==> src/rtl/bram_wm_harness.sv <==
// bram_wm_harness: serial-command harness around a dual-port RAM with per-port write modes.
// The serial output port is named dout because "do" is a reserved word in SystemVerilog.
module bram_wm_harness #(
    parameter int    DATA_W       = 8,
    parameter int    ADDR_W       = 4,
    parameter string WRITE_MODE_A = "READ_FIRST",
    parameter string WRITE_MODE_B = "WRITE_FIRST",
    localparam int   CMD_N        = 2 * (2 + ADDR_W + DATA_W),
    localparam int   DOUT_N       = 2 * DATA_W
) (
    input  logic clk,
    input  logic rst,
    input  logic stb,
    input  logic di,
    output logic dout,
    output logic busy
);
    if (!(WRITE_MODE_A == "READ_FIRST" || WRITE_MODE_A == "WRITE_FIRST" || WRITE_MODE_A == "NO_CHANGE")) begin : g_bad_mode_a
        $error("bram_wm_harness: illegal WRITE_MODE_A");
    end
    if (!(WRITE_MODE_B == "READ_FIRST" || WRITE_MODE_B == "WRITE_FIRST" || WRITE_MODE_B == "NO_CHANGE")) begin : g_bad_mode_b
        $error("bram_wm_harness: illegal WRITE_MODE_B");
    end

    localparam bit A_WF = (WRITE_MODE_A == "WRITE_FIRST");
    localparam bit A_NC = (WRITE_MODE_A == "NO_CHANGE");
    localparam bit B_WF = (WRITE_MODE_B == "WRITE_FIRST");
    localparam bit B_NC = (WRITE_MODE_B == "NO_CHANGE");

    typedef enum logic {IDLE, CLEAR} state_t;

    state_t              state, state_nxt;
    logic [ADDR_W-1:0]   ptr;
    logic [CMD_N-1:0]    din_shr, cmd;
    logic [DOUT_N-1:0]   dout_shr;
    logic                cmd_vld, cap;
    logic [DATA_W-1:0]   dout_a, dout_b, a_nxt, b_nxt;
    logic [DATA_W-1:0]   mem [2**ADDR_W];
    logic                a_en, a_we, b_en, b_we;
    logic [ADDR_W-1:0]   a_addr, b_addr;
    logic [DATA_W-1:0]   a_data, b_data;

    assign {a_en, a_we, a_addr, a_data, b_en, b_we, b_addr, b_data} = cmd;
    assign busy = (state == CLEAR);
    assign cap  = stb && !busy;
    assign dout = dout_shr[DOUT_N-1];

    always_comb begin
        state_nxt = state;
        if (state == CLEAR && ptr == '1) state_nxt = IDLE;
    end

    always_ff @(posedge clk) begin
        if (rst) begin
            state <= CLEAR;
            ptr   <= '0;
        end else begin
            state <= state_nxt;
            if (state == CLEAR) ptr <= ptr + 1'b1;
        end
    end

    // Reads see the pre-write contents, so cross-port collisions return old data.
    always_comb begin
        a_nxt = (a_we && A_WF) ? a_data : (a_we && A_NC) ? dout_a : mem[a_addr];
        b_nxt = (b_we && B_WF) ? b_data : (b_we && B_NC) ? dout_b : mem[b_addr];
    end

    always_ff @(posedge clk) begin
        if (rst) begin
            din_shr  <= '0;
            cmd      <= '0;
            cmd_vld  <= 1'b0;
            dout_a   <= '0;
            dout_b   <= '0;
            dout_shr <= '0;
        end else begin
            din_shr  <= {din_shr[CMD_N-2:0], di};
            dout_shr <= cap ? {dout_a, dout_b} : {dout_shr[DOUT_N-2:0], din_shr[CMD_N-1]};
            cmd_vld  <= cap;
            if (cap) cmd <= din_shr;
            if (cmd_vld && a_en) dout_a <= a_nxt;
            if (cmd_vld && b_en) dout_b <= b_nxt;
        end
    end

    // Port B is written last so it wins a same-address collision.
    always_ff @(posedge clk) begin
        if (!rst) begin
            if (busy) mem[ptr] <= '0;
            else if (cmd_vld) begin
                if (a_en && a_we) mem[a_addr] <= a_data;
                if (b_en && b_we) mem[b_addr] <= b_data;
            end
        end
    end
endmodule

==> config.mk <==
export PLATFORM = sky130hd
export DESIGN_NAME = bram_wm_harness
export DESIGN_NICKNAME = d
export VERILOG_FILES = /design/src/rtl/bram_wm_harness.sv
export SDC_FILE = /design/constraint.sdc
export NUM_CORES = 1
export LEC_CHECK = 0
export CAP_MARGIN = 15
export CORE_UTILIZATION = 50
export DETAILED_ROUTE_END_ITERATION = 8
export PLACE_DENSITY = 0.77
export SETUP_SLACK_MARGIN = 0.3
export SLEW_MARGIN = 20
export SYNTH_ARGS = -nofsm -noshare
export SYNTH_HDL_FRONTEND = slang
export SYNTH_SLANG_ARGS = --single-unit
==> constraint.sdc <==
create_clock -name clk -period 4.83 [get_ports clk]
set_input_delay 0.966 -clock clk [delete_from_list [all_inputs] [get_ports clk]]
set_output_delay 0.966 -clock clk [all_outputs]
set_load 0.05 [all_outputs]
### After elaboration in Yosys (flattened, before gate mapping)

Memories as Yosys holds them, arrays and structs flattened. A register that Yosys moved wholly into a read port is not among the register bits.
Cells that the tools add are included.

* output and inout bits: 2
* bits in registers: 86
* logic and storage cells: 38
* memory bits (writable): 128
* input port bits: 4
* memories kept: 1

Memory list
* mem: depth 16, bits a word 8, read ports 2, clocked after Yosys merged registers in 2, write ports 2, RTL line 38 `logic [DATA_W-1:0] mem [2**ADDR_W];`

* equal/unequal tests: 1
* add/subtract/negate cells: 1
* mux-type cells: 20
* reduce and logical (&&, ||, !) cells: 8

Operator list (number)
* $mux W16: 1
* $mux W8: 2
* $mux W1: 14
* $mux W4: 3
* $reduce_or A8 Y1: 1
* $logic_and A1 B1 Y1: 6
* $add A4 B1 Y4 const B: 1
* $eq A4 B4 Y1 const B: 1
* $logic_not A1 Y1: 1

### Logic depth before layout (Yosys ltp)

* depth after elaboration: 8
* mapped depth: 8
* depth with buffers taken out: 5

### Worst setup path before layout

Ideal clock, no wire load.

* path kind: in2reg
* from: input rst
* to: memory mem[5][0] (enable)
* slack: 2.031 ns
* cell stages on the path: 5
* path buffers: 2
* data arrival time: 2.415 ns
* library setup time: 0.384 ns
* required time: 4.446 ns
* cells stage by stage: nor3_2 > buf_1 > buf_2 > a31oi_1 > o21ai_0

RTL lines
* start, declared: RTL line 12 `input logic rst,`
* end, declared: RTL line 38

### Worst setup path after layout

* from: register state, in the netlist busy
* to: output busy

RTL lines
* start, declared: RTL line 32 `state_t state, state_nxt;`
* start signal, assigned: RTL line 58 `state <= state_nxt;`
* end, declared: RTL line 16 `output logic busy`

No word-level cell between the ends.

==> flow_metrics.tcl <==
set metrics [dict create \
    synth_edf_count 128 \
    timing_worst_setup_path_type "reg -> out" \
    synth_most_common_cell "sky130_fd_sc_hd__nand2_1" \
    clock_path_buffers 3 \
    finalSetupTns_ns 0 \
    fmax_mhz 319 \
    gr-max-usage-layer "met2" \
    critPathArrivalTime_ns 2.17 \
    synth.top_cells.by_area "sky130_fd_sc_hd__edfxtp_1 (35%), sky130_fd_sc_hd__dfxtp_1 (18%), sky130_fd_sc_hd__mux2_2 (8.9%)" \
    multi_input_area_mm2 0.00479 \
    hold_buffers 0 \
    clock_tree.htree_level_count 1 \
    syn2layout_area_growth_pct 9.31 \
    final-max-slew-violation-count 0 \
    final_hold_viol_count 0 \
    worst-slew-pin-transition_ns 1.09 \
    worst_setup_path_startpoint "busy" \
    routabilityCongestion 0.938 \
    num_rows 53 \
    dr.pass1.iters 6 \
    grt_max_degree 49 \
    grtUsageTotal_pct 27.7 \
    clk_transition_reported_paths_ns 0.06 \
    seq_area_frac_synth_pct 52.7 \
    floorplan.core_area_mm2 0.0213 \
    n_antenna_cell 0 \
    yosys.cell_types.count 52 \
    clkLatencyLatePin_ns 0.53 \
    design.final.nets 938 \
    antenna_violations_before_repair 0 \
    synthesis.nets 978 \
    number_of_global_route_vias_before_repair 7467 \
    setup_viol 0 \
    worstPathRequired_ns 3.86 \
    number_of_design_rule_violations_left_after_detail_routing 0 \
    met3_usage_pct 6.27 \
    pwr_density_cell_mw_per_mm2 341 \
    run_status "complete, no violations" \
    finish.instance_area_mm2 0.0120 \
    post_cts_resize_count 0 \
    timing.max_slew.rel_slack_pct 27.3 \
    final_min_period_over_clock_period_pct 65.0 \
    synth_async_sr_flop_share_pct 0 \
    num_vias 7791 \
    post-place-cells 1181 \
    detail_route.iter0.violations 1073 \
    cts_inserted_buffers 25 \
    startpoint_type "flip-flop" \
    routed_via_density 6.35 \
    global_route.usage.met1_pct 37.0 \
    syn-cell-area_mm2 0.0110 \
    synth_top_cell_by_area "sky130_fd_sc_hd__edfxtp_1" \
    cp_slowest_stage_delay_ns 0.92 \
    worst_path_dominant_cell_family "buffers and inverters" \
    grt_first_pass_wirelength_um 45900 \
    grt_overflow 0 \
    port_buffers 5 \
    ordered_cell_list_for_the_critical_path "clkdlybuf4s50_1" \
    worst_ir_drop_vdd_v 0.000236 \
    area.sequential_mm2 0.00581 \
    wirelength_um 30300 \
    synth.yosys.warnings 0 \
    worstPathMaxFanout 12 \
    finish.cell_count_without_fillers 1227 \
    timing.critical_path.slowest_stage_cell "sky130_fd_sc_hd__clkdlybuf4s50_1" \
    die_height_um 150 \
    cts_sinks 226 \
    floorplan.initialDensity_pct 51.7 \
    synth_largest_type_area_fraction_pct 34.9 \
    min_path_type "reg -> reg" \
    cp_bufs_invs 1 \
    post-dp-hpwl_um 21900 \
    post_route_cells_drive_above_1_share_pct 22.2 \
    rsz0062_at_grt "no" \
    io_pins 6 \
    cts.repair_timing.setup_buffer_count 0 \
    num-fill-cells 1722 \
    postSynthRegisterBits 226 \
    synth_cells 973 \
    critical_path.endpoint_type "output port" \
    synth_ff_type "sky130_fd_sc_hd__edfxtp_1" \
    drv_cap 0 \
    global_route.usage.met2_pct 43.8 \
    drtAntennaViolNets 0 \
    die_area_mm2 0.0226 \
    timing.clock.skew_ns 0.0121 \
    post-route-min-period_ns 3.14 \
    power.leakage_nw 4.11 \
    postSynthAreaPerCell_um2 11.3 \
    clk_root_buffer_cell "sky130_fd_sc_hd__clkbuf_16" \
    wire_per_inst_um 24.7 \
    floorplan.die.width_um 150 \
    holdCritStartpoint "dout_shr[7]" \
    cts_tree "yes" \
    synth.cells.most_frequent "sky130_fd_sc_hd__nand2_1 (178), sky130_fd_sc_hd__edfxtp_1 (128), sky130_fd_sc_hd__dfxtp_1 (98)" \
    placed_instance_area_mm2 0.0112 \
    critical_path.reg2reg.startpoint "cmd_vld" \
]
==> state kept, by name, summed over array words and instances, names as in the netlist, 4 cells and up, named ones only <==
name      flops
dout_b        8
dout_a        8
mem         128
dout_shr     16
cmd          28
ptr           4
din_shr      28
==> per-stage QoR <==
stage	setup slack [ns]	power [mW]	hold WS, ns	utilization, %
3_5_place_dp	1.34	2.15	0.435	52.4
6_report	1.69	4.11	0.440	56.6
5_1_grt	1.62	4.21	0.450	56.6
3_3_place_gp	1.52	2.15	0.428	52.4
2_1_floorplan	2.03	2.12	0.422	-
4_1_cts	1.65	4.13	0.442	56.5
==> placed cells by master (no fill, tap or decap), types with 8 or more instances in the layout <==
cell type / netlist / layout
sky130_fd_sc_hd__edfxtp_1: 128 / 128
sky130_fd_sc_hd__o21ai_0: 86 / 85
sky130_fd_sc_hd__inv_1: 13 / 13
sky130_fd_sc_hd__nor2_1: 11 / 11
sky130_fd_sc_hd__mux2_2: 87 / 87
sky130_fd_sc_hd__nor2b_1: 31 / 30
sky130_fd_sc_hd__nor4_1: 8 / 8
sky130_fd_sc_hd__mux2i_1: 41 / 41
sky130_fd_sc_hd__clkbuf_16: 0 / 25
sky130_fd_sc_hd__nand2_1: 178 / 178
sky130_fd_sc_hd__buf_4: 4 / 17
sky130_fd_sc_hd__a21oi_1: 55 / 55
sky130_fd_sc_hd__o221ai_1: 8 / 8
sky130_fd_sc_hd__and2_1: 11 / 11
sky130_fd_sc_hd__mux4_2: 40 / 40
sky130_fd_sc_hd__dfxtp_1: 98 / 96
sky130_fd_sc_hd__o22ai_1: 16 / 16
==> area by class of cell <==
class                      instances  share of cell area, %
sequential                       226                   48.2
multi-input combinational        645                   39.8
inverter                          13                  0.405
clock inverter                    15                   1.40
timing repair buffer              22                   1.43
clock buffer                      31                   5.88
tap                              275                   2.86
==> kinds of logic (layout without fill, tap and decap cells) <==
logic type,after synthesis,count (layout),share of synthesized area (%)
AND/OR/NAND/NOR,280,280,12.4
AO/OA/AOI/OAI,192,192,9.76
multiplexers,169,169,20.9
XOR/XNOR,3,3,0.239
flip-flops,226,226,52.7
adder cells (fa/ha/maj),1,1,0.114
buffers and inverters,102,81,3.87
==> path summary, 6_finish.rpt <==
| path | slack (ns) | endpoint | depth (start not counted) |
|---|---|---|---|
| max | 1.69 | busy | 1 |
| min | 0.44 | dout_shr[8] | 2 |
| max reg2reg | 1.83 | mem[4][5] | 6 |
| min reg2reg | 0.44 | dout_shr[8] | 2 |
==> report_power, final <==
part	internal [mW]	switching [mW]	total, mW
Combinational	0.0247	0.0435	0.0682
Clock	1.21	0.792	2.00
Sequential	2.03	0.0132	2.04
Total	3.26	0.848	4.11
==> layer usage <==
metal / wire [um] / up-vias
met5: 0 / -
met1: 11600 / 3723
met2: 14000 / 505
li1: - / 3468
met4: 1120 / 0
met3: 3530 / 95
No activity file was read; power rests on OpenSTA's default activity.
